<file path="src/rtl/alu_seq_if.sv">
// alu_seq_if: request/response bundle for the sequential ALU.
// Request side carries opcode and operands; response side carries the
// registered result, the multiply high half and the four status flags.
// The opcode encodings live here so that the ALU and its users share one definition.

`ifndef OP_ADD
`define OP_ADD 4'd0
`define OP_SUB 4'd1
`define OP_SHL 4'd2
`define OP_SHR 4'd3
`define OP_AND 4'd4
`define OP_OR  4'd5
`define OP_XOR 4'd6
`define OP_MUL 4'd7
`endif

interface alu_seq_if #(
    parameter int WIDTH = 8
);
    logic             in_valid;
    logic             in_ready;
    logic [3:0]       operation;
    logic [WIDTH-1:0] operand1;
    logic [WIDTH-1:0] operand2;
    logic             out_valid;
    logic             out_ready;
    logic [WIDTH-1:0] result;
    logic [WIDTH-1:0] result_hi;
    logic             zero_flag;
    logic             negative_flag;
    logic             carry_flag;
    logic             overflow_flag;

    // Issue stage / writeback side
    modport master (
        output in_valid, operation, operand1, operand2, out_ready,
        input  in_ready, out_valid, result, result_hi,
               zero_flag, negative_flag, carry_flag, overflow_flag
    );

    // ALU side
    modport slave (
        input  in_valid, operation, operand1, operand2, out_ready,
        output in_ready, out_valid, result, result_hi,
               zero_flag, negative_flag, carry_flag, overflow_flag
    );
endinterface

</file>
<file path="src/rtl/alu_seq.sv">
// alu_seq: handshaked WIDTH-bit ALU with registered result and flags.
// Single-cycle ops (ADD/SUB/SHL/SHR/AND/OR/XOR) deliver one cycle after
// acceptance. Define ALU_MUL_EN to add an unsigned shift-add multiplier
// (WIDTH iterations in BUSY); without it OP_MUL decodes as ADD and
// result_hi is tied to zero. Undefined opcodes behave as ADD.

module alu_seq #(
    parameter int WIDTH   = 8,
    parameter int SHAMT_W = $clog2(WIDTH) + 1
) (
    input  logic     clk,
    input  logic     rst_n,
    alu_seq_if.slave bus
);

    typedef enum logic [1:0] {
        IDLE = 2'd0,
        BUSY = 2'd1,
        DONE = 2'd2
    } state_t;

    state_t           state_q, state_d;
    logic             out_valid_q, out_valid_d;
    logic [WIDTH-1:0] result_q, result_d;
    logic             zero_q, zero_d;
    logic             neg_q, neg_d;
    logic             carry_q, carry_d;
    logic             ovf_q, ovf_d;

    logic             accept;
    logic             mul_req;
    logic             is_sub;
    logic [WIDTH-1:0] b_eff;
    logic [WIDTH:0]   sum;
    logic             add_ovf;
    logic [SHAMT_W-1:0] shamt;
    logic             shamt_big;
    logic [WIDTH-1:0] alu_res;
    logic             alu_c;
    logic             alu_v;

`ifdef ALU_MUL_EN
    logic [WIDTH-1:0]   mcand_q, mcand_d;
    logic [WIDTH-1:0]   cnt_q, cnt_d;
    logic [WIDTH-1:0]   result_hi_q, result_hi_d;
    logic [2*WIDTH-1:0] prod_q, prod_d;
    logic [WIDTH:0]     part_sum;

    assign mul_req       = (bus.operation == `OP_MUL);
    assign bus.result_hi = result_hi_q;
`else
    assign mul_req       = 1'b0;
    assign bus.result_hi = '0;
`endif

    // Ready depends only on state and the consumer; never on in_valid.
    assign bus.in_ready = (state_q == IDLE) || ((state_q == DONE) && bus.out_ready);
    assign accept       = bus.in_valid && bus.in_ready;

    assign bus.out_valid     = out_valid_q;
    assign bus.result        = result_q;
    assign bus.zero_flag     = zero_q;
    assign bus.negative_flag = neg_q;
    assign bus.carry_flag    = carry_q;
    assign bus.overflow_flag = ovf_q;

    // Single-cycle datapath: one shared adder for ADD/SUB, shifts and logic ops.
    always_comb begin
        is_sub    = (bus.operation == `OP_SUB);
        b_eff     = is_sub ? ~bus.operand2 : bus.operand2;
        sum       = {1'b0, bus.operand1} + {1'b0, b_eff} + {{WIDTH{1'b0}}, is_sub};
        add_ovf   = (bus.operand1[WIDTH-1] == b_eff[WIDTH-1]) &&
                    (sum[WIDTH-1] != bus.operand1[WIDTH-1]);
        shamt     = bus.operand2[SHAMT_W-1:0];
        shamt_big = (int'(shamt) >= WIDTH);
        alu_res   = sum[WIDTH-1:0];
        alu_c     = sum[WIDTH];
        alu_v     = add_ovf;
        case (bus.operation)
            `OP_SHL: begin
                alu_res = shamt_big ? '0 : (bus.operand1 << shamt);
                alu_c   = 1'b0;
                alu_v   = 1'b0;
            end
            `OP_SHR: begin
                alu_res = shamt_big ? '0 : (bus.operand1 >> shamt);
                alu_c   = 1'b0;
                alu_v   = 1'b0;
            end
            `OP_AND: begin
                alu_res = bus.operand1 & bus.operand2;
                alu_c   = 1'b0;
                alu_v   = 1'b0;
            end
            `OP_OR: begin
                alu_res = bus.operand1 | bus.operand2;
                alu_c   = 1'b0;
                alu_v   = 1'b0;
            end
            `OP_XOR: begin
                alu_res = bus.operand1 ^ bus.operand2;
                alu_c   = 1'b0;
                alu_v   = 1'b0;
            end
            default: begin
                // ADD, SUB, undefined opcodes (and MUL when the multiplier is absent)
            end
        endcase
    end

    // Next-state and next-output logic; outputs only change when a result completes.
    always_comb begin
        state_d     = state_q;
        out_valid_d = out_valid_q;
        result_d    = result_q;
        zero_d      = zero_q;
        neg_d       = neg_q;
        carry_d     = carry_q;
        ovf_d       = ovf_q;
`ifdef ALU_MUL_EN
        mcand_d     = mcand_q;
        cnt_d       = cnt_q;
        result_hi_d = result_hi_q;
        prod_d      = prod_q;
        // One shift-add step: add multiplicand into the high half if the
        // current multiplier LSB is set, then shift the whole product right.
        part_sum    = {1'b0, prod_q[2*WIDTH-1:WIDTH]} +
                      (prod_q[0] ? {1'b0, mcand_q} : {(WIDTH+1){1'b0}});
`endif
        case (state_q)
            IDLE, DONE: begin
                if (accept && !mul_req) begin
                    state_d     = DONE;
                    out_valid_d = 1'b1;
                    result_d    = alu_res;
                    zero_d      = ~|alu_res;
                    neg_d       = alu_res[WIDTH-1];
                    carry_d     = alu_c;
                    ovf_d       = alu_v;
`ifdef ALU_MUL_EN
                    result_hi_d = '0;
`endif
                end
`ifdef ALU_MUL_EN
                else if (accept) begin
                    // Previous result stays on the outputs, but is no longer valid.
                    state_d     = BUSY;
                    out_valid_d = 1'b0;
                    mcand_d     = bus.operand1;
                    prod_d      = {{WIDTH{1'b0}}, bus.operand2};
                    cnt_d       = '0;
                end
`endif
                else if ((state_q == DONE) && bus.out_ready) begin
                    state_d     = IDLE;
                    out_valid_d = 1'b0;
                end
            end
`ifdef ALU_MUL_EN
            BUSY: begin
                prod_d = {part_sum, prod_q[WIDTH-1:1]};
                cnt_d  = cnt_q + 1'b1;
                if (cnt_q == WIDTH'(WIDTH - 1)) begin
                    state_d     = DONE;
                    out_valid_d = 1'b1;
                    result_d    = prod_d[WIDTH-1:0];
                    result_hi_d = prod_d[2*WIDTH-1:WIDTH];
                    zero_d      = ~|prod_d[WIDTH-1:0];
                    neg_d       = prod_d[WIDTH-1];
                    carry_d     = |prod_d[2*WIDTH-1:WIDTH];
                    ovf_d       = 1'b0;
                end
            end
`endif
            default: begin
                state_d     = IDLE;
                out_valid_d = 1'b0;
            end
        endcase
    end

    // State and output registers; reset aborts any multiply in flight.
    always_ff @(posedge clk or negedge rst_n) begin
        if (!rst_n) begin
            state_q     <= IDLE;
            out_valid_q <= 1'b0;
            result_q    <= '0;
            zero_q      <= 1'b0;
            neg_q       <= 1'b0;
            carry_q     <= 1'b0;
            ovf_q       <= 1'b0;
`ifdef ALU_MUL_EN
            mcand_q     <= '0;
            cnt_q       <= '0;
            result_hi_q <= '0;
            prod_q      <= '0;
`endif
        end else begin
            state_q     <= state_d;
            out_valid_q <= out_valid_d;
            result_q    <= result_d;
            zero_q      <= zero_d;
            neg_q       <= neg_d;
            carry_q     <= carry_d;
            ovf_q       <= ovf_d;
`ifdef ALU_MUL_EN
            mcand_q     <= mcand_d;
            cnt_q       <= cnt_d;
            result_hi_q <= result_hi_d;
            prod_q      <= prod_d;
`endif
        end
    end

endmodule
</file>
<file path="src/flat_wrapper.sv">
// flat-port wrapper written by rule: the top's interface ports become plain ports
module alu_seq_flat 
#(
    parameter int WIDTH   = 8,
    parameter int SHAMT_W = $clog2(WIDTH) + 1
)
  (clk, rst_n, bus_in_valid, bus_operation, bus_operand1, bus_operand2, bus_out_ready, bus_in_ready, bus_out_valid, bus_result, bus_result_hi, bus_zero_flag, bus_negative_flag, bus_carry_flag, bus_overflow_flag);
  alu_seq_if #(.WIDTH(WIDTH)) bus_i ();
  input  logic clk;
  input  logic rst_n;
  input wire logic [$bits(bus_i.in_valid)-1:0] bus_in_valid;
  input wire logic [$bits(bus_i.operation)-1:0] bus_operation;
  input wire logic [$bits(bus_i.operand1)-1:0] bus_operand1;
  input wire logic [$bits(bus_i.operand2)-1:0] bus_operand2;
  input wire logic [$bits(bus_i.out_ready)-1:0] bus_out_ready;
  output wire logic [$bits(bus_i.in_ready)-1:0] bus_in_ready;
  output wire logic [$bits(bus_i.out_valid)-1:0] bus_out_valid;
  output wire logic [$bits(bus_i.result)-1:0] bus_result;
  output wire logic [$bits(bus_i.result_hi)-1:0] bus_result_hi;
  output wire logic [$bits(bus_i.zero_flag)-1:0] bus_zero_flag;
  output wire logic [$bits(bus_i.negative_flag)-1:0] bus_negative_flag;
  output wire logic [$bits(bus_i.carry_flag)-1:0] bus_carry_flag;
  output wire logic [$bits(bus_i.overflow_flag)-1:0] bus_overflow_flag;
  assign bus_i.in_valid = bus_in_valid;
  assign bus_i.operation = bus_operation;
  assign bus_i.operand1 = bus_operand1;
  assign bus_i.operand2 = bus_operand2;
  assign bus_i.out_ready = bus_out_ready;
  assign bus_in_ready = bus_i.in_ready;
  assign bus_out_valid = bus_i.out_valid;
  assign bus_result = bus_i.result;
  assign bus_result_hi = bus_i.result_hi;
  assign bus_zero_flag = bus_i.zero_flag;
  assign bus_negative_flag = bus_i.negative_flag;
  assign bus_carry_flag = bus_i.carry_flag;
  assign bus_overflow_flag = bus_i.overflow_flag;
  alu_seq #(.WIDTH(WIDTH), .SHAMT_W(SHAMT_W)) u_core (.clk(clk), .rst_n(rst_n), .bus(bus_i));
endmodule
</file>
<file path="config.mk">
export PLATFORM = sky130hd
export DESIGN_NAME = alu_seq_flat
export DESIGN_NICKNAME = d
export VERILOG_FILES = /design/src/rtl/alu_seq_if.sv /design/src/rtl/alu_seq.sv /design/src/flat_wrapper.sv
export SDC_FILE = /design/constraint.sdc
export NUM_CORES = 1
export LEC_CHECK = 0
export ABC_AREA = 0
export CORE_UTILIZATION = 47
export DETAILED_ROUTE_END_ITERATION = 8
export PLACE_DENSITY = 0.79
export SYNTH_ARGS = -nofsm -noshare
export SYNTH_HDL_FRONTEND = slang
export SYNTH_SLANG_ARGS = --single-unit
</file>
<file path="constraint.sdc">
create_clock -name clk -period 1.7 [get_ports clk]
set_input_delay 0.17 -clock clk [delete_from_list [all_inputs] [get_ports clk]]
set_output_delay 0.17 -clock clk [all_outputs]
set_load 0.01 [all_outputs]
</file>
Yosys cells after proc, flatten, opt, wreduce, memory -nomap -nowiden
Cells that the tools add are included.

Output and inout bits: 22. Bits of input ports: 24. Bits in registers: 15.

Bitwise gates (word level): 4. Multiplexer cells: 12. $lt $le $gt $ge: 1. Add/sub/neg operators: 2. Eq/ne operators: 10. Reductions and logical operators: 10. Shift-type cells: 2.

Operator list (count): 8-bit one-hot mux with 5 select lines (1); 8-bit 2-to-1 mux (3); 4-bit by 3-bit == test with 1-bit output (second input constant) (3); 8-bit by 8-bit adder with 9-bit output (1); 9-bit by 1-bit adder with 9-bit output (1); 8-bit AND (1); 4-bit by 2-bit == test with 1-bit output (second input constant) (2); 8-bit inverter (1); 8-bit bitwise OR (1); 8-bit OR reduction (1); 8-bit by 4-bit left shift with 8-bit output (1); 8-bit by 4-bit right shift with 8-bit output (1); 8-bit XOR (1); 2-bit 2-to-1 mux (3); 1-bit 2-to-1 mux (5); 5-bit OR reduction (1); 4-bit by 1-bit == test with 1-bit output (second input constant) (1); 4-bit >= comparator (second input constant) (1); 1-bit logical AND (3); 3-bit by 1-bit inequality test with 1-bit output (second input constant) (1); 2-bit == test (second input constant) (1); 2-bit zero test (1); 2-bit AND reduction (1); 2-bit OR reduction (1); other kinds (4) (4).

Longest topological paths before layout
Gate-level depths: netlist of run 1.

Depth in word-level cells: 7. Gate-level depth with buffers: 13. Depth with buffers taken out: 11.

Worst setup path after synthesis of run 1
OpenSTA, ideal clock, no wires.

Kind: input -> register. From: input port bus_operation[3]. To: register u_core.zero_q (netlist: u_core.bus.zero_flag). Arrival: 2.795 ns. Slack: -1.217 ns. Required time: 1.578 ns. Stages: 12. Cell sequence: buf_2 -> nor4b_4 -> buf_6 -> xnor2_1 -> ha_1 -> a31o_2 -> a22o_4 -> or4_1 -> a31o_2 -> mux2i_1 -> a21oi_1 -> a32o_1.

Word-level cells in the longest chain between the ends: 7.

Ends and longest elaborated chain: start: declaration (line flat_wrapper.sv:12) `input wire logic [$bits(bus_i.operation)-1:0] bus_operation;`; 4-bit by 1-bit == test with 1-bit output (no source line); 8-bit 2-to-1 mux (line alu_seq.sv:70) `b_eff = is_sub ? ~bus.operand2 : bus.operand2;`; 8-bit by 8-bit adder with 9-bit output (line alu_seq.sv:71) `sum = {1'b0, bus.operand1} + {1'b0, b_eff} + {{WIDTH{1'b0}}, is_sub};`; 9-bit by 1-bit adder with 9-bit output (line alu_seq.sv:71); 8-bit one-hot mux with 5 select lines (*) (line alu_seq.sv:79) `case (bus.operation)`; 8-bit OR reduction (*) (line alu_seq.sv:136) `zero_d = ~|alu_res;`; 1-bit zero test (*) (line alu_seq.sv:136); end signal: assignment (line alu_seq.sv:202) `zero_q <= zero_d;`; end: declaration (line alu_seq.sv:25) `logic zero_q, zero_d;`.

Mark *: on every way between the ends. The rest lies on a longest branch, timed or not. A chain may end at the register's enable or synchronous reset.

Final worst setup path of run 1
From: input port bus_operation[3]. To: register u_core.neg_q (netlist: u_core.bus.negative_flag).

Word-level cells in the longest chain between the ends: 5.

Ends and longest elaborated chain: 4-bit by 1-bit == test with 1-bit output (no source line); 8-bit 2-to-1 mux (line alu_seq.sv:70); 8-bit by 8-bit adder with 9-bit output (line alu_seq.sv:71); 9-bit by 1-bit adder with 9-bit output (line alu_seq.sv:71); 8-bit one-hot mux with 5 select lines (*) (line alu_seq.sv:79); end signal: assignment (line alu_seq.sv:203) `neg_q <= neg_d;`; end: declaration (line alu_seq.sv:26) `logic neg_q, neg_d;`.

Marks and branches as above.

==> results.txt, run 1 <==
Pin count of the biggest net entering global routing = 19
Largest family of logic cells by synthesized area = compound AO/OA/AOI/OAI gates
Ys async rst share = 100%
Die area = 4890 um^2
Grt total ovfl = 0
Crit end category = flip-flop
Compound-Gate Fraction of Synth Area = 26.5%
Met1 usage = 44.8%
Avg WL per Cell = 21.3 um
Hold Buf Count CTS = 0
F_max = 0.372 GHz
Global route hottest layer = met2
Placed insts = 421
Worst-path fanout max = 4
Final setup TNS = -7.46 ns
Min Tclk post-route = 2.69 ns
Pleak = 0.00167 uW
Cell family with most CP delay = compound AO/OA/AOI/OAI gates
DP HPWL = 5630 um
Worst reg2reg path depth = 7
Final setup viols = 10
Port bufs = 37
DIE HEIGHT = 70.0 um
Initial antenna violation count = 0
CTS max path bufs = 2
Slowest stage delay, CP = 0.42 ns
WS Path Type = input port to flip-flop
Worst min-delay path class = input port to asynchronous set/reset pin
Startpoint types = input port
Initial Utilization = 49.5%
Pins Over Slew Limit = 0
Crit-path cells = buf_8, nor4b_4, buf_6, xnor2_4, ha_4, a31o_4, a22o_4, or4_4, a31o_4, mux2i_4, a21oi_2, buf_4, o21ai_2
Post-Synth Adder-Cell Area = 15.3%
Grt met2 use = 59.7%
Measured slew at the worst slew-check pin = 0.570 ns
Clk_lat worst skew = 0.25 ns
CTS clock-pin slew for the worst setup and hold paths = 0.06 ns
Synth Register Bits = 12
Routing usage on met3 = 6.78%
Hold WS = 0.290 ns
Crit-path most repeated cell = a31o_4
CTS H-tree depth = 1
Final worst-path cycle share = 158%
Core area = 4380 um^2
Via density per instance = 6.35
TritonRoute pass-1 iters = 5
CTS tree = built
Slowest-stage cell, CP = or4_4
Clock root cell = clkbuf_8
RR Endpoint = u_core.bus.zero_flag
Final WL = 9240 um
Max IR drop VDD = 0.000594 V
CP required = 1.83 ns
Failing checks = setup timing
# clock sinks = 12
Synth Area in XOR/XNOR = 4.44%
Cell Area, Synth = 2170 um^2
Stages on worst setup path = 13
Pwr Density = 553 nW/um^2
Most frequent cells in the layout = buf_4, clkdlybuf4s50_1, ha_1
Simple-Gate Fraction of Synth Area = 16.0%
Layout Skew = 0.000780 ns
CP bufs+invs = 3
Setup WS post-layout = -0.987 ns
Total power = 1980 uW
Number of placement rows = 24
Antenna Cells = 0
P&R area growth vs syn = 65.2%
Total number of vias = 2,748
RSZ-0062 raised after global routing = yes
Avg Cell Area, Syn = 8.29 um^2
First-pass GRT wire length = 13,900 um
Tot GR Track Use = 36.3%
Synth Flop Type = dfrtp_1
CTS buffer count = 3
Seq/Total Area, Yosys = 13.8%
MaxCap Viol Count = 0
IO Count = 46
Distinct cells, synth = 60
Synthesized instance count = 262
Final Wtd Congestion = 0.989
Vias in the first global route = 2,834
Die W = 70.0 um
Synthesis Warnings = 0
Slew HR = 61.9%
Number of synthesized flops with an enable pin = 0
Final nets = 432
Share of layout cells above drive strength 1 = 40.4%
Initial DRC count = 363
Residual DRC = 0
ANT nets after route = 0
Commonest non-fill, non-tap cell in the layout = buf_4
Mux contribution to synthesized area = 13.3%
Critical Path AT = 2.82 ns
Reg2reg start = u_core.bus.out_valid
Final hold vios = 0
FF-to-FF setup slack = -0.08 ns
Status = finished with violations
Fin cells = 433
## layer usage
metal | routed length (um) | vias to the layer above | share of wire, %
li1 | - | 1190 | -
met4 | 573 | 0 | 6.2
met3 | 1040 | 65 | 11
met2 | 4280 | 234 | 46
met5 | 0 | - | 0
met1 | 3340 | 1259 | 36
## cell usage after synthesis (2+ instances only)
cell type | number | share of area [%]
xnor2_1 | 9 | 3.6
o31a_1 | 2 | 0.81
nor2_1 | 10 | 1.7
ha_1 | 25 | 14
a211oi_1 | 4 | 1.4
nor4_1 | 2 | 0.58
o22ai_1 | 5 | 1.4
a31o_2 | 3 | 1.2
a21oi_1 | 21 | 4.8
buf_4 | 9 | 3.1
a31oi_1 | 4 | 1.2
o211ai_1 | 5 | 1.7
nor3_1 | 5 | 1.2
nand2_1 | 19 | 3.3
mux4_2 | 5 | 5.2
a211o_1 | 2 | 0.81
nand2b_1 | 12 | 3.5
inv_2 | 3 | 0.52
a21o_1 | 4 | 1.4
mux2i_1 | 12 | 5.5
buf_2 | 6 | 1.4
inv_1 | 18 | 3.1
a2111oi_0 | 5 | 2.0
o21ai_1 | 5 | 1.2
buf_6 | 2 | 1.0
o21ai_0 | 5 | 1.2
clkbuf_1 | 5 | 0.86
nand3_1 | 3 | 0.69
mux2_1 | 5 | 2.6
o211a_1 | 2 | 0.92
a32oi_1 | 2 | 0.81
dfrtp_1 | 12 | 14
a22oi_1 | 3 | 1.0
xor2_1 | 2 | 0.81
## stage by stage
stage / instance area (um^2) / setup slack, ns / util [%]
4_1_cts: 3500 / -0.887 / 79.8
6_report: 3590 / -0.987 / 81.8
5_1_grt: 3590 / -1.08 / 81.8
3_3_place_gp: 3180 / -1.51 / 72.6
3_5_place_dp: 3180 / -1.57 / 72.6
2_1_floorplan: 2240 / -1.12 / -
## area by class of cell
| type | instances | area [um^2] |
|---|---|---|
| well taps | 52 | 65.1 |
| inverters | 22 | 82.6 |
| flip-flops and latches | 12 | 300 |
| multi-input cells | 212 | 1940 |
| fillers | 239 | 798 |
| repair buffers | 131 | 1150 |
| clock buffers | 4 | 55.1 |
## cells by family after synthesis
| family | after synthesis |
|---|---|
| AO/OA/AOI/OAI | 82 |
| buffers and inverters | 45 |
| XOR/XNOR | 11 |
| other | 1 |
| AND/OR/NAND/NOR | 63 |
| flip-flops | 12 |
| multiplexers | 22 |
| adder cells (fa/ha/maj) | 26 |
## worst max path at each step
stage | slack, ns | startpoint | end
5_1_grt | -1.08 | bus_operation[3] | u_core.bus.zero_flag
4_1_cts | -0.89 | bus_operation[3] | u_core.bus.zero_flag
3_3_place_gp | -1.51 | bus_operation[3] | u_core.bus.zero_flag
3_5_place_dp | -1.57 | bus_operation[3] | u_core.bus.zero_flag
2_1_floorplan | -1.12 | bus_operation[3] | u_core.bus.zero_flag
6_report | -0.99 | bus_operation[3] | u_core.bus.negative_flag
## state kept, by name, indices dropped and copies added, names as in the netlist
signal,count
u_core.bus.zero_flag,1
u_core.bus.result,7
u_core.bus.carry_flag,1
u_core.bus.negative_flag,1
u_core.bus.overflow_flag,1
u_core.bus.out_valid,1
## repair_timing
action                     CTS  global route
gates cloned                 0             0
buffers inserted             8             2
pin swaps                   20            14
resized for setup           74            20
setup endpoints to repair   11            11
## power by group
group          internal, uW  switching (uW)  total (uW)
clock network           205             117         322
registers               342            38.4         380
logic                   664             615        1280
total                  1210             770        1980
Power figures use the tool's default switching activity.
==> run 2, diff against run 1 <==
- TNS_END_PERCENT: unset -> 1
==> run 2 against run 1 <==
  * Total power shrank 14%
  * Sequential power shrank 2%
  * Die area is the same
  * Core utilization shrank 7.7 points
  * The flow still finishes with violations (setup timing)
  * First-iteration DRC count shrank 47%
  * Worst hold slack gained 0.0079 ns
  * Final area shrank 9.4%
  * Sequential cell count is the same
  * Critical endpoint is now u_core.bus.zero_flag
  * Wire length shrank 20%
==> results.txt, run 2 (synthesis results as in run 1) <==
Max IR drop VDD = 0.000657 V (was 0.000594 V)
Vias in the first global route = 2,452 (was 2,834)
Status = finished with violations (unchanged)
Final setup TNS = -6.04 ns (was -7.46 ns)
DR WL met3 = 710 um (was 1040 um)
Final WL = 7360 um (was 9240 um)
Grt total ovfl = 0 (unchanged)
Worst min-delay path class = input port to asynchronous set/reset pin (unchanged)
Initial DRC count = 191 (was 363)
First-pass GRT wire length = 11,700 um (was 13,900 um)
Area of the multi-input gates = 1810 um^2 (was 1940 um^2)
Fill count = 310 (was 239)
Antenna Cells = 0 (unchanged)
Critical Path AT = 2.78 ns (was 2.82 ns)
Pins Over Slew Limit = 0 (unchanged)
Number of placement rows = 24 (unchanged)
Min Tclk post-route = 2.67 ns (was 2.69 ns)
Commonest non-fill, non-tap cell in the layout = buf_4 (unchanged)
Pwr Density = 523 nW/um^2 (was 553 nW/um^2)
Pleak = 0.00156 uW (was 0.00167 uW)
Worst-path fanout max = 4 (unchanged)
Final worst-path cycle share = 157% (was 158%)
Final nets = 414 (was 432)
TritonRoute pass-1 iters = 5 (unchanged)
Die area = 4890 um^2 (unchanged)
FF-to-FF setup slack = -0.04 ns (was -0.08 ns)
P&R area growth vs syn = 49.7% (was 65.2%)
Most frequent cells in the layout = buf_4, clkdlybuf4s50_1, ha_1 (unchanged)
CTS max path bufs = 2 (unchanged)
Final hold vios = 0 (unchanged)
# clock sinks = 12 (unchanged)
Measured slew at the worst slew-check pin = 0.569 ns (was 0.570 ns)
Placed insts = 408 (was 421)
DR WL met2 = 3460 um (was 4280 um)
Tot GR Track Use = 29.8% (was 36.3%)
Final Wtd Congestion = 0.964 (was 0.989)
Fin cells = 414 (was 433)
DIE HEIGHT = 70.0 um (unchanged)
Port bufs = 37 (unchanged)
Share of layout cells above drive strength 1 = 32.6% (was 40.4%)
Die W = 70.0 um (unchanged)
Register area = 300 um^2 (unchanged)
Avg WL per Cell = 17.8 um (was 21.3 um)
Clock root cell = clkbuf_8 (unchanged)
CTS tree = built (unchanged)
Pin count of the biggest net entering global routing = 22 (was 19)
Core area = 4380 um^2 (unchanged)
F_max = 0.375 GHz (was 0.372 GHz)
Via density per instance = 5.95 (was 6.35)
ANT nets after route = 0 (unchanged)
Total number of vias = 2,462 (was 2,748)
Largest register FFs = 7 (unchanged)
CP required = 1.82 ns (was 1.83 ns)
IO Count = 46 (unchanged)
Failing checks = setup timing (unchanged)
Setup WS post-layout = -0.965 ns (was -0.987 ns)
MaxCap Viol Count = 0 (unchanged)
Met1 wire length = 2990 um (was 3340 um)
Final setup viols = 11 (was 10)
Slew HR = 62.0% (was 61.9%)
Initial antenna violation count = 0 (unchanged)
RSZ-0062 raised after global routing = yes (unchanged)
Crit end category = flip-flop (unchanged)
CTS clock-pin slew for the worst setup and hold paths = 0.05 ns (was 0.06 ns)
WS Path Type = input port to flip-flop (unchanged)
Clk_lat worst skew = 0.24 ns (was 0.25 ns)
Max layer used = met4 (unchanged)
Residual DRC = 0 (unchanged)
CTS buffer count = 3 (unchanged)
Initial Utilization = 49.5% (unchanged)
Startpoint types = input port (unchanged)
Layout Skew = 0.00415 ns (was 0.000780 ns)
CTS H-tree depth = 1 (unchanged)
DP HPWL = 5520 um (was 5630 um)
run 2: final timing paths:
path | start | to | cells after the start
min | rst_n | u_core.bus.out_valid | 1
max | bus_operation[2] | u_core.bus.zero_flag | 12
max in group asynchronous | rst_n | u_core.bus.overflow_flag | 1
max reg2reg | u_core.bus.out_valid | u_core.bus.zero_flag | 7
min reg2reg | u_core.bus.overflow_flag | u_core.bus.overflow_flag | 2
min in group clk | u_core.bus.overflow_flag | u_core.bus.overflow_flag | 2
run 2: area by class of cell:
type                            count  share of cell area, %
Timing Repair Buffer              113                   29.4
Inverter                           22                   2.54
Clock buffer                        3                   1.27
Multi-Input combinational cell    212                   55.6
Sequential cell                    12                   9.24
Tap cell                           52                   2.00
run 2: per-stage QoR:
step	util, %	instance area [um^2]	setup WS (ns)	hold slack [ns]	total power (uW)
3_5_place_dp	69.5	3050	-1.62	0.473	1350
6_report	74.1	3250	-0.965	0.297	1700
5_1_grt	74.1	3250	-1.02	0.350	1790
2_1_floorplan	-	2200	-1.14	-0.126	875
4_1_cts	71.8	3150	-1.01	0.307	1650
3_3_place_gp	69.5	3050	-1.50	0.475	1320
run 2: where the power goes:
| part | switching [uW] | internal, uW | leakage (uW) |
|---|---|---|---|
| combinational | 511 | 558 | 0.00139 |
| sequential | 31.5 | 342 | 0.000147 |
| clock | 101 | 156 | 0.0000216 |
run 2: critical path: stages:
cell and delay [ns]:
buf_8 0.10, nor4b_4 0.30, buf_6 0.17, xnor2_4 0.11, ha_1 0.26, a31o_2 0.21, a22o_4 0.25, or4_4 0.42
a31o_4 0.25, mux2i_1 0.17, a21oi_1 0.11, a32o_2 0.26
run 2: repair_timing:
| item | in CTS | in global routing |
|---|---|---|
| cloned | 0 | 0 |
| hold buffers | 0 | 0 |
| endpoints found under the setup margin | 11 | 11 |
| setup buffers | 2 | 1 |
| gates resized for setup | 34 | 22 |
| pin swaps | 10 | 10 |
run 2: layer usage:
metal	vias up	track usage [%]
li1	1157	-
met1	1139	39.8
met2	147	49.7
met3	19	4.62
met4	0	8.67
met5	-	0
==> RTL edit: new RTL, config.mk and constraints of run 2 <==
`WIDTH` is set to 8 in 3 places; all go to 16.
--- a/src/rtl/alu_seq_if.sv
+++ b/src/rtl/alu_seq_if.sv
@@ -15,7 +15,7 @@
 `endif
 
 interface alu_seq_if #(
-    parameter int WIDTH = 8
+    parameter int WIDTH = 16
 );
     logic             in_valid;
     logic             in_ready;
--- a/src/rtl/alu_seq.sv
+++ b/src/rtl/alu_seq.sv
@@ -5,7 +5,7 @@
 // result_hi is tied to zero. Undefined opcodes behave as ADD.
 
 module alu_seq #(
-    parameter int WIDTH   = 8,
+    parameter int WIDTH   = 16,
     parameter int SHAMT_W = $clog2(WIDTH) + 1
 ) (
     input  logic     clk,
--- a/src/flat_wrapper.sv
+++ b/src/flat_wrapper.sv
@@ -1,7 +1,7 @@
 // flat-port wrapper written by rule: the top's interface ports become plain ports
 module alu_seq_flat 
 #(
-    parameter int WIDTH   = 8,
+    parameter int WIDTH   = 16,
     parameter int SHAMT_W = $clog2(WIDTH) + 1
 )
   (clk, rst_n, bus_in_valid, bus_operation, bus_operand1, bus_operand2, bus_out_ready, bus_in_ready, bus_out_valid, bus_result, bus_result_hi, bus_zero_flag, bus_negative_flag, bus_carry_flag, bus_overflow_flag);
Interface: changed (resized bus_operand1, bus_operand2, bus_result and bus_result_hi); port bits go from 46 to 78. No check against the original RTL was run, so the function may have changed too.
==> RTL edit against run 2 <==
The flow still finishes with violations (negative setup slack). Total power is 110% higher. Final area is 120% higher. Sequential cell count is 8 higher. Worst setup slack worse by 0.40 ns. Via count is 140% higher. Count of clock-buffer cells in the layout stayed put. Largest cell class unchanged. Wire length grew to 2.8 times the old value. Synthesized area is 120% higher.
==> RTL edit: results (changes against run 2) <==
----------------------------------------------------
[Status]
  Outcome ... complete, but fails checks (unchanged)
  Failing checks ... negative setup slack (unchanged)

[Power]
  Static leakage power ... 3.237 nW (was 1.563 nW)
  Share of total power in sequential cells ... 17.8% (was 22.0%)
  Fraction of power consumed by combinational cells ... 73.7% (was 62.9%)

[Clock tree]
  Setup Buffers After CTS ... 5 (was 2)
  Number of cells upsized or downsized after cts ... 70 (was 34)
  Clock Pin Slew Worst Setup and Hold Paths ... 0.07 ns (was 0.05 ns)

[Timing]
  Post-route clock skew ... 0.001455 ns (was 0.004151 ns)
  Setup ws final ... -1.361 ns (was -0.9651 ns)
  Sum Neg Setup Slack ... -17.22 ns (was -6.041 ns)
  # setup viols final ... 19 (was 11)
  Slew headroom ... 60.94% (was 61.98%)
  Tightest hold margin ... 0.2462 ns (was 0.2974 ns)

[Route]
  1st-pass router iterations ... 7 (was 5)
  Drt first-iter violations ... 553 (was 191)
  WL met2 ... 9.876 mm (was 3.455 mm)
  Wire length the detailed router placed on met1 ... 7.282 mm (was 2.990 mm)

[Global route]
  Met2 track demand over resource ... 66.92% (was 49.68%)
  Vias in the first global route ... 5,615 (was 2,452)
  Maximum number of pins on one net before global-route repair ... 37 (was 22)
  Global-route wire length before repair ... 30.11 mm (was 11.73 mm)

[Placed design]
  Total placed instance area ... 0.006704 sq mm (was 0.003045 sq mm)
  Number of buffers added on ports ... 61 (was 37)

[Finish]
  Layout cells sized above 1 ... 37.76% (was 32.60%)
  Layout Cells excl Fill ... 917 (was 414)

[Setup path]
  Top fanout value on the critical path ... 6 (was 4)
  Register-to-Register Setup Slack ... 0 ns (was -0.04 ns)
  Endpoint arrival time on the critical path ... 3.22 ns (was 2.78 ns)
  FF-to-FF path depth ... 6 (was 7)

[Synthesis]
  Xor and xnor area share after synthesis ... 3.864% (was 4.438%)
  Synthesized-area fraction occupied by ao, oa, aoi and oai cells ... 22.66% (was 26.51%)
  Top post-synthesis cells by area ... sky130_fd_sc_hd__ha_1, sky130_fd_sc_hd__mux4_2, sky130_fd_sc_hd__dfrtp_1, sky130_fd_sc_hd__mux2i_1, sky130_fd_sc_hd__nand2_1 (was sky130_fd_sc_hd__ha_1, sky130_fd_sc_hd__dfrtp_1, sky130_fd_sc_hd__mux2i_1, sky130_fd_sc_hd__mux4_2, sky130_fd_sc_hd__a21oi_1)
  Post-Synth Adder-Cell Area ... 13.83% (was 15.33%)

----------------------------------------------------
RTL edit: area by class of cell:
type	count	area, sq um	share of cell area [%]
tap	133	166.4	2.320
timing repair buffer	251	2127	29.65
inverter	40	150.1	2.093
sequential	20	500.5	6.977
clock buffer	3	41.29	0.5756
multi-input combinational	470	4188	58.38
RTL edit: critical path, cell delays in order:
cell and delay, ns:
sky130_fd_sc_hd__buf_6 0.10, sky130_fd_sc_hd__nor4b_4 0.35, sky130_fd_sc_hd__buf_4 0.19, sky130_fd_sc_hd__clkbuf_16 0.16
sky130_fd_sc_hd__xnor2_1 0.07, sky130_fd_sc_hd__ha_2 0.41, sky130_fd_sc_hd__o21ai_2 0.08, sky130_fd_sc_hd__o211ai_1 0.38
sky130_fd_sc_hd__a311oi_2 0.22, sky130_fd_sc_hd__or2_2 0.35, sky130_fd_sc_hd__a211oi_2 0.24, sky130_fd_sc_hd__nand4b_1 0.16
sky130_fd_sc_hd__o41ai_2 0.33
